===== config.mk =====
export PLATFORM = sky130hd
export DESIGN_NAME = shift_result_stage_flat
export DESIGN_NICKNAME = d
export VERILOG_FILES = /design/src/rtl/alu4_pkg.sv /design/src/rtl/shift_result_stage_if.sv /design/src/rtl/sync_fifo_ptr.sv /design/src/rtl/shift_result_stage.sv /design/src/flat_wrapper.sv
export SDC_FILE = /design/constraint.sdc
export NUM_CORES = 1
export LEC_CHECK = 0
export ABC_AREA = 1
export CORE_MARGIN = 1
export CORE_UTILIZATION = 48
export CTS_CLUSTER_DIAMETER = 120
export CTS_CLUSTER_SIZE = 30
export DETAILED_ROUTE_END_ITERATION = 6
export PLACE_DENSITY = 0.8
export REMOVE_ABC_BUFFERS = 1
export SLEW_MARGIN = 10
export SYNTH_ARGS = -nofsm -noshare
export SYNTH_HDL_FRONTEND = slang
export SYNTH_SLANG_ARGS = --single-unit

===== constraint.sdc =====
create_clock -name clk -period 1.63 [get_ports clk]
set_input_delay 0.163 -clock clk [delete_from_list [all_inputs] [get_ports clk]]
set_output_delay 0.163 -clock clk [all_outputs]
set_load 0.03 [all_outputs]

===== src/rtl/alu4_pkg.sv =====
// Types and constants shared by the 4-bit shifter and its result stage.
// Each stored entry carries the result, its select and the flags derived at capture time.
package alu4_pkg;

    localparam logic [1:0] SEL_LEFT  = 2'b00;
    localparam logic [1:0] SEL_RIGHT = 2'b01;
    localparam logic [1:0] SEL_ARITH = 2'b10;
    localparam logic [1:0] SEL_PASS  = 2'b11;

    typedef struct packed {
        logic [3:0] result;
        logic [1:0] select;
        logic       zero;
        logic       neg;
        logic       range_flag;
    } entry_t;

    // Flags are fixed when the entry is captured, so later reads never recompute them.
    // Amounts 4..15 push every bit out unless the shifter is in pass-through mode.
    function automatic entry_t make_entry(input logic [3:0] result,
                                          input logic [3:0] amount,
                                          input logic [1:0] select);
        entry_t e;
        e.result     = result;
        e.select     = select;
        e.zero       = (result == 4'd0);
        e.neg        = result[3];
        e.range_flag = (amount > 4'd3) && (select != SEL_PASS);
        return e;
    endfunction

endpackage


===== src/rtl/shift_result_stage_if.sv =====
// Upstream (shifter) and downstream (consumer) handshake bundle of the shift result stage.
interface shift_result_stage_if #(parameter int CNT_W = 8);

    logic             in_valid;
    logic             in_ready;
    logic [3:0]       in_result;
    logic [3:0]       in_amount;
    logic [1:0]       in_select;
    logic             out_valid;
    logic             out_ready;
    logic [3:0]       out_result;
    logic [1:0]       out_select;
    logic             out_zero;
    logic             out_neg;
    logic             out_range;
    logic [CNT_W-1:0] out_count;
    logic             full;
    logic             empty;

    modport master (
        output in_valid, in_result, in_amount, in_select, out_ready,
        input  in_ready, out_valid, out_result, out_select, out_zero,
        input  out_neg, out_range, out_count, full, empty
    );

    modport slave (
        input  in_valid, in_result, in_amount, in_select, out_ready,
        output in_ready, out_valid, out_result, out_select, out_zero,
        output out_neg, out_range, out_count, full, empty
    );

endinterface


===== src/rtl/sync_fifo_ptr.sv =====
// Read/write pointers and occupancy for a power-of-two synchronous FIFO.
// A push while full is ignored and a pop while empty is ignored, so callers may pass raw requests.
module sync_fifo_ptr #(
    parameter  int DEPTH = 2,
    localparam int AW    = $clog2(DEPTH)
) (
    input  logic          clk,
    input  logic          rst_n,
    input  logic          push,
    input  logic          pop,
    output logic [AW-1:0] wr_ptr,
    output logic [AW-1:0] rd_ptr,
    output logic          full,
    output logic          empty
);

    logic [AW:0] occupancy;
    logic        push_ok;
    logic        pop_ok;

    assign full    = (occupancy == (AW+1)'(DEPTH));
    assign empty   = (occupancy == '0);
    assign push_ok = push && !full;
    assign pop_ok  = pop && !empty;

    // Pointers wrap naturally at DEPTH; occupancy holds when push and pop coincide.
    always_ff @(posedge clk) begin
        if (!rst_n) begin
            wr_ptr    <= '0;
            rd_ptr    <= '0;
            occupancy <= '0;
        end else begin
            if (push_ok) begin
                wr_ptr <= wr_ptr + 1'b1;
            end
            if (pop_ok) begin
                rd_ptr <= rd_ptr + 1'b1;
            end
            if (push_ok && !pop_ok) begin
                occupancy <= occupancy + 1'b1;
            end else if (pop_ok && !push_ok) begin
                occupancy <= occupancy - 1'b1;
            end
        end
    end

endmodule


===== src/rtl/shift_result_stage.sv =====
// Registered output stage behind the 4-bit shifter: captures results with flags,
// buffers them in a small FIFO and hands them to the consumer over valid/ready.
module shift_result_stage
    import alu4_pkg::*;
#(
    parameter  int DEPTH = 2,
    parameter  int CNT_W = 8,
    localparam int AW    = $clog2(DEPTH)
) (
    input  logic                 clk,
    input  logic                 rst_n,
    shift_result_stage_if.slave  bus
);

    entry_t           mem [DEPTH];
    entry_t           head;
    logic [AW-1:0]    wr_ptr;
    logic [AW-1:0]    rd_ptr;
    logic [AW-1:0]    head_idx;
    logic             full;
    logic             empty;
    logic             push;
    logic             pop;
    logic [CNT_W-1:0] count;

    assign push = bus.in_valid && !full;
    assign pop  = !empty && bus.out_ready;

    sync_fifo_ptr #(.DEPTH(DEPTH)) u_ptr (
        .clk    (clk),
        .rst_n  (rst_n),
        .push   (push),
        .pop    (pop),
        .wr_ptr (wr_ptr),
        .rd_ptr (rd_ptr),
        .full   (full),
        .empty  (empty)
    );

    // Storage is cleared on reset so the head reads as all zeros until the first push.
    always_ff @(posedge clk) begin
        if (!rst_n) begin
            for (int i = 0; i < DEPTH; i++) begin
                mem[i] <= '0;
            end
        end else if (push) begin
            mem[wr_ptr] <= make_entry(bus.in_result, bus.in_amount, bus.in_select);
        end
    end

    always_ff @(posedge clk) begin
        if (!rst_n) begin
            count <= '0;
        end else if (pop) begin
            count <= count + 1'b1;
        end
    end

    // When empty, show the slot just behind rd_ptr: the last entry delivered, which
    // a push into the empty FIFO cannot overwrite, so out_* hold their value.
    assign head_idx = empty ? (rd_ptr - 1'b1) : rd_ptr;
    assign head     = mem[head_idx];

    assign bus.in_ready   = !full;
    assign bus.out_valid  = !empty;
    assign bus.out_result = head.result;
    assign bus.out_select = head.select;
    assign bus.out_zero   = head.zero;
    assign bus.out_neg    = head.neg;
    assign bus.out_range  = head.range_flag;
    assign bus.out_count  = count;
    assign bus.full       = full;
    assign bus.empty      = empty;

endmodule

===== src/flat_wrapper.sv =====
// flat-port wrapper written by rule: the top's interface ports become plain ports
module shift_result_stage_flat import alu4_pkg::*;
#(
    parameter  int DEPTH = 2,
    parameter  int CNT_W = 8,
    localparam int AW    = $clog2(DEPTH)
)
  (clk, rst_n, bus_in_valid, bus_in_result, bus_in_amount, bus_in_select, bus_out_ready, bus_in_ready, bus_out_valid, bus_out_result, bus_out_select, bus_out_zero, bus_out_neg, bus_out_range, bus_out_count, bus_full, bus_empty);
  shift_result_stage_if #(.CNT_W(CNT_W)) bus_i ();
  input  logic clk;
  input  logic rst_n;
  input wire logic [$bits(bus_i.in_valid)-1:0] bus_in_valid;
  input wire logic [$bits(bus_i.in_result)-1:0] bus_in_result;
  input wire logic [$bits(bus_i.in_amount)-1:0] bus_in_amount;
  input wire logic [$bits(bus_i.in_select)-1:0] bus_in_select;
  input wire logic [$bits(bus_i.out_ready)-1:0] bus_out_ready;
  output wire logic [$bits(bus_i.in_ready)-1:0] bus_in_ready;
  output wire logic [$bits(bus_i.out_valid)-1:0] bus_out_valid;
  output wire logic [$bits(bus_i.out_result)-1:0] bus_out_result;
  output wire logic [$bits(bus_i.out_select)-1:0] bus_out_select;
  output wire logic [$bits(bus_i.out_zero)-1:0] bus_out_zero;
  output wire logic [$bits(bus_i.out_neg)-1:0] bus_out_neg;
  output wire logic [$bits(bus_i.out_range)-1:0] bus_out_range;
  output wire logic [$bits(bus_i.out_count)-1:0] bus_out_count;
  output wire logic [$bits(bus_i.full)-1:0] bus_full;
  output wire logic [$bits(bus_i.empty)-1:0] bus_empty;
  assign bus_i.in_valid = bus_in_valid;
  assign bus_i.in_result = bus_in_result;
  assign bus_i.in_amount = bus_in_amount;
  assign bus_i.in_select = bus_in_select;
  assign bus_i.out_ready = bus_out_ready;
  assign bus_in_ready = bus_i.in_ready;
  assign bus_out_valid = bus_i.out_valid;
  assign bus_out_result = bus_i.out_result;
  assign bus_out_select = bus_i.out_select;
  assign bus_out_zero = bus_i.out_zero;
  assign bus_out_neg = bus_i.out_neg;
  assign bus_out_range = bus_i.out_range;
  assign bus_out_count = bus_i.out_count;
  assign bus_full = bus_i.full;
  assign bus_empty = bus_i.empty;
  shift_result_stage #(.DEPTH(DEPTH), .CNT_W(CNT_W)) u_core (.clk(clk), .rst_n(rst_n), .bus(bus_i));
endmodule

## Word-level counts from Yosys, hierarchy flattened

Memory sizes are Yosys's and may differ from the RTL's.
Index checks and enable logic that the tools add are counted.

| storage, ports and cells | value |
|---|---|
| memories kept | 1 |
| word-level logic and storage cells | 39 |
| memory bits (read-only) | 0 |
| bits in latches | 0 |
| RAM bits | 18 |
| bits of input ports | 14 |
| output and inout bits | 21 |
| register bits | 12 |

| operators by class | value |
|---|---|
| shift operators | 0 |
| mux-type cells | 10 |
| order comparisons | 1 |
| add/sub/neg operators | 6 |
| multiply operators | 0 |
| divide/modulo/power cells | 0 |
| equal/unequal tests | 2 |
| bitwise logic cells | 0 |
| reductions and logical operators | 15 |

Memory list:

| name | words | bits a word | read ports | clocked after memory_dff | wr ports | line | source |
|---|---|---|---|---|---|---|---|
| u_core.mem | 2 | 9 | 1 | 0 | 2 | shift_result_stage.sv:15 | `entry_t mem [DEPTH];` |

Operator list:

| cell | count |
|---|---|
| $mux 9 | 1 |
| $reduce_or 9->1 | 1 |
| $add 8x1->8 const B | 1 |
| $logic_and 1x1->1 | 7 |
| $mux 1 | 7 |
| $gt 4x2->1 const B | 1 |
| $logic_not 1->1 | 4 |
| $logic_not 4->1 | 1 |
| $mux 2 | 2 |
| $add 1x1->1 const B | 2 |
| $add 2x1->2 const B | 1 |
| $eq 2x2->1 const B | 1 |
| $logic_not 2->1 | 1 |
| $ne 2x2->1 const B | 1 |
| $reduce_bool 2->1 | 1 |
| $sub 2x1->2 const B | 1 |
| $sub 1x1->1 const B | 1 |

## Longest topological paths before layout

| logic depth | value |
|---|---|
| depth in word-level cells | 8 |
| depth in mapped cells | 10 |
| mapped depth without buffers | 10 |

## By module

A second synthesis with hierarchy kept.

| unflattened totals | value |
|---|---|
| cells, all modules | 161 |
| area total of the unflattened synthesis | 1360.1 um2 |

By module, submodules not included:

| module | cells an instance | times used | area an instance (um2) | sequential area each (um2) |
|---|---|---|---|---|
| shift_result_stage | 128 | 1 | 1149.9 | 640.6 |
| sync_fifo_ptr | 33 | 1 | 210.2 | 80.1 |

## Least setup slack after synthesis

No wires, ideal clock.

| timing | value |
|---|---|
| path kind | flip-flop to output port |
| from | reg u_core.u_ptr.occupancy[0] |
| to | out bus_out_range |
| buffers on the path | 1 |
| data arrival time | 1.667 ns |
| setup slack | -0.200 ns |
| stages on the path, launching flop included | 5 |
| required time | 1.467 ns |
| cells stage by stage | dfxtp_1 > nor2_4 > xor2_4 > buf_6 > o21ai_0 |

| between the ends | value |
|---|---|
| longest elaborated chain between the ends | 3 |

RTL lines:

| item | line | source |
|---|---|---|
| from (decl) | sync_fifo_ptr.sv:17 | `logic [AW:0] occupancy;` |
| from (signal assigned) | sync_fifo_ptr.sv:40 | `occupancy <= occupancy + 1'b1;` |
| from (signal assigned) | sync_fifo_ptr.sv:42 | `occupancy <= occupancy - 1'b1;` |
| $logic_not 2->1 | sync_fifo_ptr.sv:22 | `assign empty = (occupancy == '0);` |
| via bus_empty | flat_wrapper.sv:26 | `output wire logic [$bits(bus_i.empty)-1:0] bus_empty;` |
| $mux 1 | shift_result_stage.sv:61 | `assign head_idx = empty ? (rd_ptr - 1'b1) : rd_ptr;` |
| $mem_v2 2x9 | n/a |  |
| to (decl) | flat_wrapper.sv:23 | `output wire logic [$bits(bus_i.out_range)-1:0] bus_out_range;` |

The timed path passes the listed nets, and every way through them passes these cells.

## Worst setup path after layout

| timing | value |
|---|---|
| from | reg u_core.u_ptr.occupancy[0] |
| to | out bus_out_range |

| between the ends | value |
|---|---|
| longest elaborated chain between the ends | 3 |

RTL lines:

| item | line |
|---|---|
| $logic_not 2->1 | sync_fifo_ptr.sv:22 |
| $mux 1 | shift_result_stage.sv:61 |
| $mem_v2 2x9 | n/a |

Every way passes these cells.

==> impl_metrics.sql <==
INSERT INTO impl_metrics (metric_group, metric, value, unit) VALUES
('placed_design', 'dp_hpwl', '1890', 'µm'),
('power_and_ir_drop', 'pwr-share-seq', '29.4', '%'),
('critical_path', 'setup.worst_path.class', 'reg -> out', ''),
('clock_tree', 'cts-root-to-sink-buffers', '2', ''),
('sta', 'slew_viol_final', '0', ''),
('sta', 'fin_tns_setup', '-705', 'ps'),
('floorplanning', 'die_h', '55.7', 'µm'),
('critical_path', 'sequence_of_cells_on_the_critical_path', 'nor2_4 > xor2_4 > buf_12 > nand2_1 > o21ai_1 > buf_4', ''),
('floorplanning', 'core-area', '2730', 'µm²'),
('critical_path', 'cp.depth', '6', ''),
('sta', 'slew_headroom', '72.8', '%'),
('global_route', 'first_global_vias', '1108', ''),
('outcome', 'failed_checks', 'setup timing', ''),
('hold_path', 'holdCritPathClass', 'reg -> reg', ''),
('clock_tree', 'clock-sinks', '28', ''),
('power_and_ir_drop', 'vdd_ir_drop_max', '1390', 'µV'),
('critical_path', 'critical_path.endpoint_type', 'output port', ''),
('global_route', 'globalRouteTotalUtil', '18.6', '%'),
('yosys', 'synth.yosys.seq_area_share', '52.1', '%'),
('clock_tree', 'tritoncts_clock_tree', 'done', ''),
('critical_path', 'crit_path_max_incr_delay', '380', 'ps'),
('floorplanning', 'io_pins', '35', ''),
('sta', 'fin_crit', '1720', 'ps'),
('global_route', 'grt_start_max_net_pins', '17', ''),
('clock_tree', 'clkLatencyLatePin', '320', 'ps'),
('placed_design', 'port_buffers', '32', ''),
('sta', 'timing_hold_violations_final', '0', ''),
('cells_and_area', 'drive_above_1_share', '20.8', '%'),
('critical_path', 'timing.critical_path.from_type', 'register', ''),
('yosys', 'yosys_warnings', '0', ''),
('yosys', 'synth_top_cell_area_share', '34.7', '%'),
('route', 'vias_after_detailed_routing', '1168', ''),
('run', 'max_cap_violations', '0', ''),
('power_and_ir_drop', 'leak', '0.930', 'nW'),
('power_and_ir_drop', 'comb_power_share', '61.5', '%'),
('global_route', 'antenna_found_initial', '0', ''),
('clock_tree', 'ctsRootBufferMaster', 'sky130_fd_sc_hd__clkbuf_4', ''),
('clock_tree', 'tritoncts_buffer_count', '3', ''),
('route', 'finalWirelength', '2690', 'µm'),
('floorplanning', 'dieArea', '3100', 'µm²'),
('clock_tree', 'cts_hold_buf', '0', ''),
('yosys', 'synthCells', '167', ''),
('outcome', 'status', 'finished, violations left', ''),
('sta', 'grt_setup_unrepaired', 'yes', ''),
('sta', 'fin_crit_sh', '106', '%'),
('power_and_ir_drop', 'clock_power_share', '9.1', '%'),
('placed_design', 'gp_congestion', '0.739', ''),
('yosys', 'synth_simple_gate_area_share', '25.4', '%'),
('cells_and_area', 'finish.cell_count_without_fillers', '238', ''),
('sta', 'setup_viol', '9', ''),
('power_and_ir_drop', 'p_switching', '1.39', 'mW'),
('yosys', 'cell_variety_after_synth', '21', ''),
('critical_path', 'path_delay_family', 'flip-flops', ''),
('critical_path', 'cp_max_fo', '8', ''),
('yosys', 'synth_xor_area_share', '1.99', '%'),
('cells_and_area', 'area_growth_syn_to_layout', '36.5', '%'),
('route', 'detailedRoute.firstIterationViolations', '25', ''),
('route', 'detail_route.wl_per_cell', '11.3', 'µm'),
('floorplanning', 'initial_core_util', '50.6', '%'),
('power_and_ir_drop', 'power_density', '1680', 'nW/µm²'),
('cells_and_area', 'number_of_fillers_in_the_final_layout', '217', ''),
('critical_path', 'timing.critical_path.required', '1470', 'ps'),
('critical_path', 'reg2regPathDepth', '6', ''),
('critical_path', 'critical_path.n_buffers_inverters', '2', ''),
('route', 'post_route_drc', '0', ''),
('clock_tree', 'cts_max_level', '1', ''),
('floorplanning', 'die_width', '55.7', 'µm'),
('sta', 'final_setup_margin', '-91.1', 'ps'),
('route', 'drt-vias-per-instance', '4.91', ''),
('yosys', 'post-synth-top-area-cell', 'sky130_fd_sc_hd__edfxtp_1', ''),
('placed_design', 'placed_cells_incl_taps', '229', '');
==> layout make-up <==
cell class | instances | area [µm²] | area share, %
clock buffer | 3 | 22.5 | 1.19
tap | 31 | 38.8 | 2.05
sequential | 28 | 726 | 38.4
multi-input combinational | 101 | 547 | 28.9
clock inverter | 1 | 3.75 | 0.199
inverter | 33 | 124 | 6.56
timing repair buffer | 41 | 428 | 22.6
==> per-stage QoR <==
| stage | instance area [µm²] | hold slack, ps | setup WS (ps) |
|---|---|---|---|
| finish | 1890 | 485 | -91.1 |
| global route | 1890 | 518 | -171 |
| CTS | 1780 | 463 | -80.5 |
| detailed placement | 1720 | 441 | 33.5 |
| global placement | 1720 | 432 | 96.1 |
| floorplan | 1350 | 283 | -140 |
==> per-layer routing <==
metal	track usage (%)	share of wire, %	vias up
li1	-	-	603
met1	19.7	40	535
met2	36.7	55	26
met3	2.79	3.6	4
met4	6.79	0.63	0
met5	0	0	-
==> power by group through the flow <==
stage / Clock (mW) / Sequential, mW / Combinational (mW)
after detailed placement: 0 / 0.942 / 1.49
after floorplan: 0 / 0.960 / 0.943
after global routing: 0.313 / 0.947 / 2.10
after CTS: 0.298 / 0.932 / 1.62
final: 0.287 / 0.934 / 1.95
after global placement: 0 / 0.934 / 1.45
==> cell usage after synthesis (all sizes together) <==
cell type,count
nand3b,1
a21oi,5
buf,3
nand2,32
clkbuf,2
xor2,1
nand4,3
nand3,6
ha,2
inv,33
edfxtp,16
dfxtp,12
nor2,37
o22ai,1
o21ai,13
==> registers in the layout, indices dropped and copies added, names as in the netlist <==
name and count:
u_core.u_ptr.rd_ptr 1, u_core.u_ptr.wr_ptr 1, u_core.bus.out_count 8, u_core.u_ptr.occupancy 2
u_core.mem 16
==> timing repair <==
action                     CTS  global route
gates cloned                 0             1
buffers inserted             2             2
pin swaps                    2             1
resized for setup           10            27
setup endpoints to repair   13            16
==> placed cells by master, fill, tap and decap left out, drive strengths merged <==
cell type       n
a21oi           5
buf            17
clkbuf          4
clkdlybuf4s50  13
clkinv          1
dfxtp          12
dlygate4sd2     4
dlymetal6s2s    6
edfxtp         16
ha              2
inv            33
nand2          32
nand3           6
nand3b          1
nand4           3
nor2           37
o21ai          13
o22ai           1
xor2            1
==> final timing paths <==
check | end | start
setup / recovery | bus_out_range | u_core.u_ptr.occupancy[0]
hold / removal | u_core.u_ptr.rd_ptr | u_core.u_ptr.rd_ptr
setup reg to reg | u_core.mem[1][6] | u_core.u_ptr.occupancy[0]
hold reg to reg | u_core.u_ptr.rd_ptr | u_core.u_ptr.rd_ptr
==> kinds of logic after synthesis <==
logic type      Yosys count
simple gates             79
buf+inv                  38
flops                    28
compound gates           19
fa+ha+maj                 2
xor+xnor                  1
Note: power is estimated with default switching activity, not from simulation.
==> patch, RTL diff (same flow settings) <==
Make the reset (`rst_n`) asynchronous in 3 clocked blocks.
--- a/src/rtl/sync_fifo_ptr.sv
+++ b/src/rtl/sync_fifo_ptr.sv
@@ -24,7 +24,7 @@
     assign pop_ok  = pop && !empty;
 
     // Pointers wrap naturally at DEPTH; occupancy holds when push and pop coincide.
-    always_ff @(posedge clk) begin
+    always_ff @(posedge clk or negedge rst_n) begin
         if (!rst_n) begin
             wr_ptr    <= '0;
             rd_ptr    <= '0;
--- a/src/rtl/shift_result_stage.sv
+++ b/src/rtl/shift_result_stage.sv
@@ -38,7 +38,7 @@
     );
 
     // Storage is cleared on reset so the head reads as all zeros until the first push.
-    always_ff @(posedge clk) begin
+    always_ff @(posedge clk or negedge rst_n) begin
         if (!rst_n) begin
             for (int i = 0; i < DEPTH; i++) begin
                 mem[i] <= '0;
@@ -48,7 +48,7 @@
         end
     end
 
-    always_ff @(posedge clk) begin
+    always_ff @(posedge clk or negedge rst_n) begin
         if (!rst_n) begin
             count <= '0;
         end else if (pop) begin
Check against the original RTL: differs if rst_n is asserted again (counterexample within 4 cycles, from zero or initial values and one cycle with rst_n low); with rst_n held inactive, the same outputs for 10 cycles.
==> patch against the unedited design <==
The run still ends with negative setup slack left; power rose by 45%; sequential cell count stayed put; routed wire length up 20%; utilization increased by 4.0 points; synthesized cell count fell by 3.6%; critical path depth rose by 1; synthesized area up 3.3%; hold slack got worse by 0.29 ns; sequential share of layout area down 3.9 points; final area up 7.6%; setup slack improved by 0.019 ns; critical endpoint is now bus_out_result[1]; largest cell class is now multi-input combinational cells.
==> patch: results (changes against the unedited design) <==
- The worst IR drop on VDD was 1838 uV (+32%).
- The complex-gate fraction of the synthesized area is 0.1156 (+0.04054).
- The number of detailed-routing iterations run before antenna repair was 4 (unchanged).
- The global-route total usage across every layer was 0.2130 (+0.02667).
- The fraction of final layout cells with drive strength greater than 1 came to 0.3636 (+0.1559).
- The number of distinct library cells after synthesis was 20 (-4.8%).
- The net count of the finished layout was 227 (+1.3%).
- The post-CTS clock slew at the launch and capture registers of the worst setup and hold paths is 0.15 ns.
- The path depth of the worst reg2reg path is 7 (+1).
- The switching component of the power is 0.002228 W (+60%).
- The fraction of synthesis flops using an asynchronous set or reset pin came to 1.000 (+1.000).
- The run finished, with violations left.
- The sum of routed wire length over all layers was 3225 microns (+20%).
- The post-detailed-placement half-perimeter wirelength is 2200 microns (+17%).
- The leakage power is 1.063 nW (+14%).
- The number of DRC violations after detailed-routing iteration 0 came to 62 (+150%).
- The final RePlAce weighted congestion came to 0.8015 (+8.5%).
- The number of antenna violations at the first check in global routing is 0 (unchanged).
- The number of flip-flops under the largest register name came to 16 (unchanged).
- The worst-case setup margin in the final layout is -0.07193 ns (+0.01921 ns).
- The sequential fraction of the synthesis area is 0.4904 (-0.03043).
- The depth of the CTS H-tree is 1 (unchanged).
- The checks that failed: negative setup slack.
- The tightest min-delay check is of the primary input to asynchronous set/reset pin type.
- The timing startpoint of the critical path is u_core.u_ptr.occupancy[1].
- The critical-path maximum fanout came to 4 (-4).
- The total CTS buffers is 3 (unchanged).
- The global-route wire length before repair came to 5354 microns (+17%).
- The final routed DRC violation total is 0 (unchanged).
- The final number of setup-violating endpoints was 9 (unchanged).
- The post-detailed-route via-to-cell ratio was 5.238 (+6.7%).
- The data arrival time of the critical path is 1.54 ns (-0.02 ns).
- The adder and majority gate portion of the synthesized area came to 0.01751 (-0.0005700).
- The number of diodes came to 0 (unchanged).
- The slew of the pin with the lowest slew margin was 0.3556 ns (-0.05034 ns).
- The number of global-route vias before repair is 1,237 (+12%).
- The maximum clock insertion buffer count came to 2 (unchanged).
- The largest net degree at the start of global routing came to 29 (+12).
- The setup clock skew after layout is 0.003435 ns (+0.001723 ns).
- Counting flops per register, the top entry is u_core.mem.
- The commonest cells after synthesis are sky130_fd_sc_hd__nand2_1, sky130_fd_sc_hd__dfrtp_1, sky130_fd_sc_hd__inv_1.
- The multiplexer area fraction after synthesis is 0 (unchanged).
- The clock latency on the worst-skew pair is 0.32 ns (about the same).
- The number of warning messages in the yosys log is 0 (unchanged).
- The port buffer count is 32 (unchanged).
- In the synthesized netlist the dominant register cell turns out to be sky130_fd_sc_hd__dfrtp_1.
- Yosys attributes the largest share of cell area to sky130_fd_sc_hd__dfrtp_1, sky130_fd_sc_hd__nand2_1, sky130_fd_sc_hd__o21ai_2.
- The xor-xnor portion of the synthesized cell area is 0.04904 (+0.02915).
- The worst flop-to-flop path startpoint is u_core.u_ptr.occupancy[0].
- The cell sitting at the root of the clock tree is a sky130_fd_sc_hd__clkbuf_4.
- The area of placed instances is 0.001788 sq mm (+4.0%).
patch: cell type report:
class | instances | area, sq um
timing repair buffer | 48 | 466.7
tap | 31 | 38.79
sequential | 28 | 700.7
inverter | 22 | 82.58
multi-input combinational | 108 | 721.9
fill | 209 | 748.2
clock buffer | 3 | 22.52
patch: worst paths after layout:
kind / endpoint / slack [ns]
setup / recovery: bus_out_result[1] / -0.07
hold / removal: u_core.u_ptr.occupancy[1] / 0.20
setup reg to reg: u_core.u_ptr.occupancy[1] / 0.05
hold reg to reg: u_core.mem[0] / 0.51
max in group asynchronous: u_core.mem[10] / 1.17
min in group clk: u_core.mem[12] / 0.45
patch: through the flow:
step / util / setup WS (ns) / hold slack, ns / std cells / setup TNS, ns
3_5_place_dp: 0.6428 / 0.1131 / 0.4699 / 228 / 0
6_report: 0.7310 / -0.07193 / 0.1989 / 240 / -0.4709
4_1_cts: 0.7193 / -0.07427 / 0.2093 / 238 / -0.4297
3_3_place_gp: 0.6428 / 0.1261 / 0.4653 / 228 / 0
2_1_floorplan: - / -0.3655 / -0.1326 / 158 / -2.000
5_1_grt: 0.7310 / -0.1629 / 0.2222 / 240 / -1.326
patch: kinds of logic after synthesis:
group,after synthesis
XOR/XNOR,8
flip-flops,28
adder cells (fa/ha/maj),2
AND/OR/NAND/NOR,80
buffers and inverters,25
AO/OA/AOI/OAI,18
patch: timing repair:
item / in CTS / in global routing
pin swaps: 16 / 5
setup endpoints to repair: 15 / 16
buffers inserted: 7 / 2
endpoints found under the hold margin: 0 / 0
gates resized for setup: 45 / 12
patch: critical path: stages (launching register included):
cell and delay [ns]:
sky130_fd_sc_hd__dfrtp_1 0.45, sky130_fd_sc_hd__buf_6 0.14, sky130_fd_sc_hd__nor2_4 0.13, sky130_fd_sc_hd__nand2_4 0.10, sky130_fd_sc_hd__buf_6 0.14, sky130_fd_sc_hd__nand3_2 0.07, sky130_fd_sc_hd__nand2_2 0.06, sky130_fd_sc_hd__buf_6 0.14
patch: power by group through the flow:
stage / sequential [W] / clock (W) / combinational [W]
2_1_floorplan: 0.00136 / 0 / 0.00145
6_report: 0.00126 / 0.000284 / 0.00305
5_1_grt: 0.00131 / 0.000315 / 0.00326
3_5_place_dp: 0.00125 / 0 / 0.00249
4_1_cts: 0.00126 / 0.000289 / 0.00299
3_3_place_gp: 0.00123 / 0 / 0.00241
patch: layer usage:
metal / wire [microns] / global-route usage / vias to the layer above
met5: 0 / 0 / -
met4: 28 / 0.05923 / 0
met3: 168 / 0.02304 / 4
met2: 1713 / 0.3832 / 49
met1: 1314 / 0.2693 / 601
li1: - / - / 603
